[src/rtl/hilo_unit_if.sv]
// hilo_unit_if: command/result bundle between pipeline control and the HI/LO unit.
// The master side issues commands and operands, the slave side (hilo_unit)
// returns the architectural HI/LO values and the divide busy/done handshake.
interface hilo_unit_if #(
    parameter int WIDTH = 32
);
    logic             start;
    logic [2:0]       op;
    logic [WIDTH-1:0] alu_hi;
    logic [WIDTH-1:0] alu_lo;
    logic [WIDTH-1:0] a;
    logic [WIDTH-1:0] b;
    logic [WIDTH-1:0] hi;
    logic [WIDTH-1:0] lo;
    logic             busy;
    logic             done;

    modport master (
        output start, op, alu_hi, alu_lo, a, b,
        input  hi, lo, busy, done
    );

    modport slave (
        input  start, op, alu_hi, alu_lo, a, b,
        output hi, lo, busy, done
    );
endinterface

[src/rtl/hilo_unit.sv]
// hilo_unit: architectural HI/LO register pair of the MIPS datapath.
// Captures multiply products, services mthi/mtlo and runs div/divu as a
// 32-iteration restoring divider with a registered busy/done handshake.
// Build option: define HILO_DIV_EN to compile in the divider; without it the
// divide ops are no-ops and busy/done are tied low.
module hilo_unit #(
    parameter int WIDTH = 32
) (
    input logic       clk,
    input logic       rst_n,
    hilo_unit_if.slave bus
);
    localparam logic [2:0] OpLoad = 3'b001;
    localparam logic [2:0] OpMthi = 3'b010;
    localparam logic [2:0] OpMtlo = 3'b011;
    localparam logic [2:0] OpDiv  = 3'b100;
    localparam logic [2:0] OpDivu = 3'b101;

    logic [WIDTH-1:0] hi_q, hi_d;
    logic [WIDTH-1:0] lo_q, lo_d;

    logic             moveHiEn, moveLoEn;
    logic [WIDTH-1:0] moveHiVal, moveLoVal;

    // Decode the single-cycle register moves (product load, mthi, mtlo)
    always_comb begin
        moveHiEn  = 1'b0;
        moveLoEn  = 1'b0;
        moveHiVal = bus.a;
        moveLoVal = bus.a;
        if (bus.start) begin
            case (bus.op)
                OpLoad: begin
                    moveHiEn  = 1'b1;
                    moveLoEn  = 1'b1;
                    moveHiVal = bus.alu_hi;
                    moveLoVal = bus.alu_lo;
                end
                OpMthi:  moveHiEn = 1'b1;
                OpMtlo:  moveLoEn = 1'b1;
                default: ;
            endcase
        end
    end

`ifdef HILO_DIV_EN
    typedef enum logic [1:0] {
        IDLE,
        DIV,
        FIX
    } state_t;

    state_t           state_q, state_d;
    logic [5:0]       iterCnt_q, iterCnt_d;
    logic [WIDTH-1:0] rem_q, rem_d;
    logic [WIDTH-1:0] quo_q, quo_d;
    logic [WIDTH-1:0] divisor_q, divisor_d;
    logic             qNeg_q, qNeg_d;
    logic             rNeg_q, rNeg_d;
    logic             divZero_q, divZero_d;
    logic             busy_q, busy_d;
    logic             done_q, done_d;

    logic [WIDTH:0]   remShift;
    logic [WIDTH:0]   trialDiff;
    logic             trialOk;
    logic [WIDTH-1:0] absA, absB;

    // Divider FSM: operand latch, one restoring iteration per cycle, sign fix-up
    always_comb begin
        state_d   = state_q;
        iterCnt_d = iterCnt_q;
        rem_d     = rem_q;
        quo_d     = quo_q;
        divisor_d = divisor_q;
        qNeg_d    = qNeg_q;
        rNeg_d    = rNeg_q;
        divZero_d = divZero_q;
        hi_d      = hi_q;
        lo_d      = lo_q;
        done_d    = 1'b0;

        absA = bus.a[WIDTH-1] ? -bus.a : bus.a;
        absB = bus.b[WIDTH-1] ? -bus.b : bus.b;

        // The shifted partial remainder can carry into bit WIDTH; when it does
        // it is certainly larger than any WIDTH-bit divisor, so the trial wins
        // even though the WIDTH+1-bit difference wrapped.
        remShift  = {rem_q, quo_q[WIDTH-1]};
        trialDiff = remShift - {1'b0, divisor_q};
        trialOk   = remShift[WIDTH] | ~trialDiff[WIDTH];

        unique case (state_q)
            IDLE: begin
                if (moveHiEn) hi_d = moveHiVal;
                if (moveLoEn) lo_d = moveLoVal;
                if (bus.start && (bus.op == OpDiv || bus.op == OpDivu)) begin
                    rem_d     = '0;
                    iterCnt_d = '0;
                    divZero_d = (bus.b == '0);
                    state_d   = DIV;
                    if (bus.op == OpDiv) begin
                        quo_d     = absA;
                        divisor_d = absB;
                        qNeg_d    = bus.a[WIDTH-1] ^ bus.b[WIDTH-1];
                        rNeg_d    = bus.a[WIDTH-1];
                    end else begin
                        quo_d     = bus.a;
                        divisor_d = bus.b;
                        qNeg_d    = 1'b0;
                        rNeg_d    = 1'b0;
                    end
                end
            end
            DIV: begin
                rem_d     = trialOk ? trialDiff[WIDTH-1:0] : remShift[WIDTH-1:0];
                quo_d     = {quo_q[WIDTH-2:0], trialOk};
                iterCnt_d = iterCnt_q + 6'd1;
                if (iterCnt_q == 6'(WIDTH - 1)) state_d = FIX;
            end
            FIX: begin
                // A zero divisor leaves rem equal to |a|, so the remainder
                // fix-up already reproduces the original dividend in hi.
                lo_d    = divZero_q ? '1 : (qNeg_q ? -quo_q : quo_q);
                hi_d    = rNeg_q ? -rem_q : rem_q;
                done_d  = 1'b1;
                state_d = IDLE;
            end
            default: state_d = IDLE;
        endcase

        busy_d = (state_d != IDLE);
    end

    // State, datapath and architectural registers with synchronous reset
    always_ff @(posedge clk) begin
        if (!rst_n) begin
            state_q   <= IDLE;
            iterCnt_q <= '0;
            rem_q     <= '0;
            quo_q     <= '0;
            divisor_q <= '0;
            qNeg_q    <= 1'b0;
            rNeg_q    <= 1'b0;
            divZero_q <= 1'b0;
            hi_q      <= '0;
            lo_q      <= '0;
            busy_q    <= 1'b0;
            done_q    <= 1'b0;
        end else begin
            state_q   <= state_d;
            iterCnt_q <= iterCnt_d;
            rem_q     <= rem_d;
            quo_q     <= quo_d;
            divisor_q <= divisor_d;
            qNeg_q    <= qNeg_d;
            rNeg_q    <= rNeg_d;
            divZero_q <= divZero_d;
            hi_q      <= hi_d;
            lo_q      <= lo_d;
            busy_q    <= busy_d;
            done_q    <= done_d;
        end
    end

    assign bus.busy = busy_q;
    assign bus.done = done_q;
`else
    logic unusedDivisor;

    // Without the divider only the register moves update HI/LO
    always_comb begin
        hi_d = hi_q;
        lo_d = lo_q;
        if (moveHiEn) hi_d = moveHiVal;
        if (moveLoEn) lo_d = moveLoVal;
    end

    // Architectural registers with synchronous reset
    always_ff @(posedge clk) begin
        if (!rst_n) begin
            hi_q <= '0;
            lo_q <= '0;
        end else begin
            hi_q <= hi_d;
            lo_q <= lo_d;
        end
    end

    assign unusedDivisor = ^bus.b;
    assign bus.busy      = 1'b0;
    assign bus.done      = 1'b0;
`endif

    assign bus.hi = hi_q;
    assign bus.lo = lo_q;
endmodule

[src/flat_wrapper.sv]
// flat-port wrapper written by rule: the top's interface ports become plain ports
module hilo_unit_flat 
#(
    parameter int WIDTH = 32
)
  (clk, rst_n, bus_start, bus_op, bus_alu_hi, bus_alu_lo, bus_a, bus_b, bus_hi, bus_lo, bus_busy, bus_done);
  hilo_unit_if #(.WIDTH(WIDTH)) bus_i ();
  input logic clk;
  input logic rst_n;
  input wire logic [$bits(bus_i.start)-1:0] bus_start;
  input wire logic [$bits(bus_i.op)-1:0] bus_op;
  input wire logic [$bits(bus_i.alu_hi)-1:0] bus_alu_hi;
  input wire logic [$bits(bus_i.alu_lo)-1:0] bus_alu_lo;
  input wire logic [$bits(bus_i.a)-1:0] bus_a;
  input wire logic [$bits(bus_i.b)-1:0] bus_b;
  output wire logic [$bits(bus_i.hi)-1:0] bus_hi;
  output wire logic [$bits(bus_i.lo)-1:0] bus_lo;
  output wire logic [$bits(bus_i.busy)-1:0] bus_busy;
  output wire logic [$bits(bus_i.done)-1:0] bus_done;
  assign bus_i.start = bus_start;
  assign bus_i.op = bus_op;
  assign bus_i.alu_hi = bus_alu_hi;
  assign bus_i.alu_lo = bus_alu_lo;
  assign bus_i.a = bus_a;
  assign bus_i.b = bus_b;
  assign bus_hi = bus_i.hi;
  assign bus_lo = bus_i.lo;
  assign bus_busy = bus_i.busy;
  assign bus_done = bus_i.done;
  hilo_unit #(.WIDTH(WIDTH)) u_core (.clk(clk), .rst_n(rst_n), .bus(bus_i));
endmodule
[config.mk]
export PLATFORM = sky130hd
export DESIGN_NAME = hilo_unit_flat
export DESIGN_NICKNAME = d
export VERILOG_FILES = /design/src/rtl/hilo_unit_if.sv /design/src/rtl/hilo_unit.sv /design/src/flat_wrapper.sv
export SDC_FILE = /design/constraint.sdc
export NUM_CORES = 1
export LEC_CHECK = 0
export BUFFER_PORTS_ARGS = -buffer_cell sky130_fd_sc_hd__buf_2
export CELL_PAD_IN_SITES_DETAIL_PLACEMENT = 0
export CELL_PAD_IN_SITES_GLOBAL_PLACEMENT = 1
export CORE_MARGIN = 3
export CORE_UTILIZATION = 30
export CTS_CLUSTER_DIAMETER = 30
export DETAILED_ROUTE_END_ITERATION = 8
export HOLD_SLACK_MARGIN = 0.03
export MAX_ROUTING_LAYER = met4
export PLACE_DENSITY = 0.91
export SYNTH_ARGS = -nofsm -noshare
export SYNTH_HDL_FRONTEND = slang
export SYNTH_SLANG_ARGS = --single-unit
[constraint.sdc]
create_clock -name clk -period 1.26 [get_ports clk]
set_input_delay 0.126 -clock clk [delete_from_list [all_inputs] [get_ports clk]]
set_output_delay 0.126 -clock clk [all_outputs]
set_load 0.02 [all_outputs]
== Word level (Yosys, flattened, before mapping) ==
Cells that the tools add are included.
Operators by class
  eq/ne operators: 3
  multiplexer cells: 8
  reduce and logical (&&, ||, !) cells: 2
Operators with widths (count)
  32-bit two-way mux: 4
  3-bit by 2-bit == test with 1-bit output (second input constant): 2
  1-bit two-way mux: 4
  2-bit OR reduction: 2
  3-bit by 1-bit == test with 1-bit output (second input constant): 1
Storage, ports and cells
  register bits after elaboration: 64

== Depth between registers and ports, before layout ==
  depth after elaboration: 4
  gate-level depth with buffers: 6

== Worst setup path before layout ==
Ideal clock, no wire load.
  kind: input -> register
  from: input port bus_op[1]
  to: register u_core.hi_q[0] (netlist: u_core.bus.hi[0])
  data arrival time: 1.015 ns
  setup slack: 0.126 ns
  cell stages on the path: 6
  cell sequence: buf_6 > nand2b_4 > buf_6 > buf_2 > o22a_1 > o221a_1
Between the ends
  word-level cells in the longest chain between the ends: 4
  elaborated cells between the ends (all ways): 7
Ends and longest elaborated chain
  start, declared: RTL line flat_wrapper.sv:11  | input wire logic [$bits(bus_i.op)-1:0] bus_op;
  3-bit by 2-bit == test with 1-bit output / 3-bit by 1-bit == test with 1-bit output (equally long branches): RTL line hilo_unit.sv:32  | case (bus.op)
  2-bit OR reduction (no line)
  1-bit two-way mux: RTL line hilo_unit.sv:32
  1-bit two-way mux: RTL line hilo_unit.sv:31  | if (bus.start) begin
  end signal, assigned: RTL line hilo_unit.sv:185  | hi_q <= hi_d;
  end, declared: RTL line hilo_unit.sv:19  | logic [WIDTH-1:0] hi_q, hi_d;
Parallel ways exist; a longest one is shown, timed or not.
A chain may end at the register's enable or synchronous reset.

== Worst setup path after layout ==
  from: input port bus_op[1]
  to: register u_core.hi_q[23] (netlist: u_core.bus.hi[23])
Same word-level chain as after synthesis.

==> flow_summary.ini <==
[run_status]
outcome = completed

[placed_design]
detailed_place_hpwl_um = 6730
dp_cells = 540
gpl.final_weighted_congestion = 0.834
io_buffers = 165

[routing]
average_wire_length_per_cell_after_detail_routing_um = 16.4
drc_errors = 0
detailroute.wirelength.met2_um = 4530
detail_route.wirelength_um = 9100
drt_pass1_iterations = 4
route.detailed.vias_per_inst = 4.97
wl_met1_um = 3820
routed.top_layer = met4
first_drt_iteration_drcs = 128
final_antenna_net_count = 0
dr_wl_met3_um = 599
detailroute.via_count = 2760

[worst_setup_path]
worst_r2r_path_depth = 1
worst_setup_path_startpoint = bus_op[1]
criticalPathCategory = in -> reg
cp.buffers_inverters = 2
worst-endpoint-arrival_ns = 1.28
cp-end-kind = flop
crit_cells = 5
cp_max_fo = 33
cp_cell_sequence = buf_2 > nand2b_4 > a21oi_4 > buf_4 > o221a_1
crit_path_max_delay_family = compound AO/OA/AOI/OAI gates
reg_to_reg_start = u_core.bus.hi[23]
r2r_setup_slack_ns = 0.56
cp-start-kind = input pin
crit_path_max_incr_delay_ns = 0.33
worst_ep_required_time_ns = 1.53
timing.critical_path.slowest_stage_cell = sky130_fd_sc_hd__nand2b_4

[yosys]
ys_types = 15
number_of_instances_in_the_synthesized_netlist = 265
avgSynthCellArea_um2 = 11.1
netlist.top_cell.by_area = sky130_fd_sc_hd__dfxtp_1
synth-seq-area-share_pct = 43.7
ys_seq_elements = 64
synth_warnings = 0
post_synthesis_xor_xnor_area_fraction_pct = 0
synth_area_leaders = sky130_fd_sc_hd__dfxtp_1, sky130_fd_sc_hd__o221a_1, sky130_fd_sc_hd__mux2i_1
synth_compound_area_share_pct = 33.3
post_synth_mux_area_share_pct = 10.9
post_synth_adder_cell_area_pct = 0
synth_area_um2 = 2930
synth_top_family_by_area = compound AO/OA/AOI/OAI gates
synthSimpleGateAreaFrac_pct = 5.29
post-synth-top-area-fraction_pct = 43.7

[power]
share_of_power_burned_in_combinational_logic_pct = 19.2
p_sw_share_pct = 27.9
powerDensity_nw_per_um2 = 1150
internal_power_mw = 3.35
p_clk_share_pct = 33.7
net-switching-power_mw = 1.29
power_frac_seq_pct = 47.1
finalPower_mw = 4.64
peakVddDrop_uv = 454
p_leak_nw = 2.25

[timing]
slew_violations = 0
period_minus_slack_ns = 1.01
number_of_endpoints_with_negative_hold_slack_in_the_final_report = 0
rsz0062_at_grt = no
final_tns_setup_ns = 0
fmaxAchievable_mhz = 989
hold_ws_ns = 0.142
finalSetupViolCount = 0
final_min_period_over_clock_period_pct = 80.3
timing.clock.skew_ns = 0

[floorplan]
chipWidth_um = 105
boundaryPins = 200
chipHeight_um = 105
num_rows = 35
initial_core_util_pct = 31.3
fp.dieArea_um2 = 11000
core-area_um2 = 9370

[clock_network]
cts_hold_buffers = 0
clockRootBuffer = sky130_fd_sc_hd__clkbuf_8
number_of_cts_inserted_buffers = 9
htree_depth = 3
cts.sink_count = 64
clock_tree.buffer_depth = 2
post-cts-setup-buffers = 0
clk_pin_slew_ns = 0.07
tritoncts = done
cts_resized = 0
worstSkewPairLatency_ns = 0.32

[global_routing]
grtUsageTotal_pct = 16.4
initial_antenna_violation_count = 0
maximum_number_of_pins_on_one_net_before_global_route_repair = 65
number_of_global_route_vias_before_repair = 2756
globalRouteOverflowTotal = 0
global_route_wire_length_before_repair_um = 14100

[layout]
layout.cells.most_common = sky130_fd_sc_hd__buf_2
final_layout_net_count = 556
fillerInstances = 960
post-route-util_pct = 43.1
drive_above_1_share_pct = 46.2
layoutNonFillerInstCount = 555
insertedDiodeCount = 0
synthToLayoutAreaGrowth_pct = 37.7
commonest_cells_after_routing_fill_and_taps_aside = sky130_fd_sc_hd__buf_2, sky130_fd_sc_hd__dfxtp_1

[min_path]
hold_path_depth = 4
hold_path.startpoint = bus_alu_lo[20]
hold_class = in -> reg

[job]
cap_viol_max_count = 0
==> cell families (layout without fill, tap and decap cells) <==
kind of cell | Yosys count | in the layout
AOI/OAI and AO/OA | 97 | 97
other | 1 | 2
muxes | 32 | 32
DFF | 64 | 64
and+or+nand+nor | 36 | 36
buffers and inverters | 35 | 195
==> sequential cells by signal (all words and copies together), names as in the netlist <==
name / count
u_core.bus.hi: 32
u_core.bus.lo: 32
==> path summary, 6_finish.rpt <==
path | endpoint
worst max register to register | u_core.bus.hi[23]
worst min-delay path | u_core.bus.lo[20]
worst min register to register | u_core.bus.lo[0]
worst max-delay path | u_core.bus.hi[23]
==> cells in the mapped netlist <==
master and number:
sky130_fd_sc_hd__buf_2 16, sky130_fd_sc_hd__clkbuf_1 12, sky130_fd_sc_hd__and3b_1 1, sky130_fd_sc_hd__nand2_1 32, sky130_fd_sc_hd__conb_1 1, sky130_fd_sc_hd__mux2i_1 32, sky130_fd_sc_hd__o211a_1 32, sky130_fd_sc_hd__o221a_1 32
sky130_fd_sc_hd__dfxtp_1 64, sky130_fd_sc_hd__buf_4 2, sky130_fd_sc_hd__o22a_1 32, sky130_fd_sc_hd__nand2b_1 2, sky130_fd_sc_hd__buf_6 5, sky130_fd_sc_hd__a21oi_4 1, sky130_fd_sc_hd__nand2b_4 1
==> final cells by class <==
class | instances | area (um2) | share of cell area [%]
Clock inverter | 3 | 17.5 | 0.434
Multi-Input combinational cell | 167 | 1460 | 36.2
Tap cell | 129 | 161 | 4.00
Timing Repair Buffer | 180 | 963 | 23.8
Clock buffer | 12 | 155 | 3.84
Sequential cell | 64 | 1280 | 31.7
==> per-layer routing <==
metal / up-vias / global-route usage [%]
met5: - / -
met4: 0 / 6.00
met3: 13 / 2.96
met2: 103 / 28.3
met1: 1301 / 19.1
li1: 1343 / -
==> metrics by stage <==
step | setup slack, ns | instance area (um2)
final | 0.249 | 4040
after floorplan | 0.126 | 2940
after CTS | 0.244 | 4040
after detailed placement | -0.111 | 3870
after global placement | -0.0557 | 3870
after global routing | 0.185 | 4040
==> power by group through the flow <==
stage               registers (mW)  logic, mW  clock network [mW]
floorplan                     2.36      0.396                   0
global placement              2.23      0.887                   0
detailed placement            2.23      0.900                   0
CTS                           2.18      0.902                1.62
global route                  2.20      0.966                1.71
finish                        2.18      0.893                1.56
(Power assumes the default switching activity.)
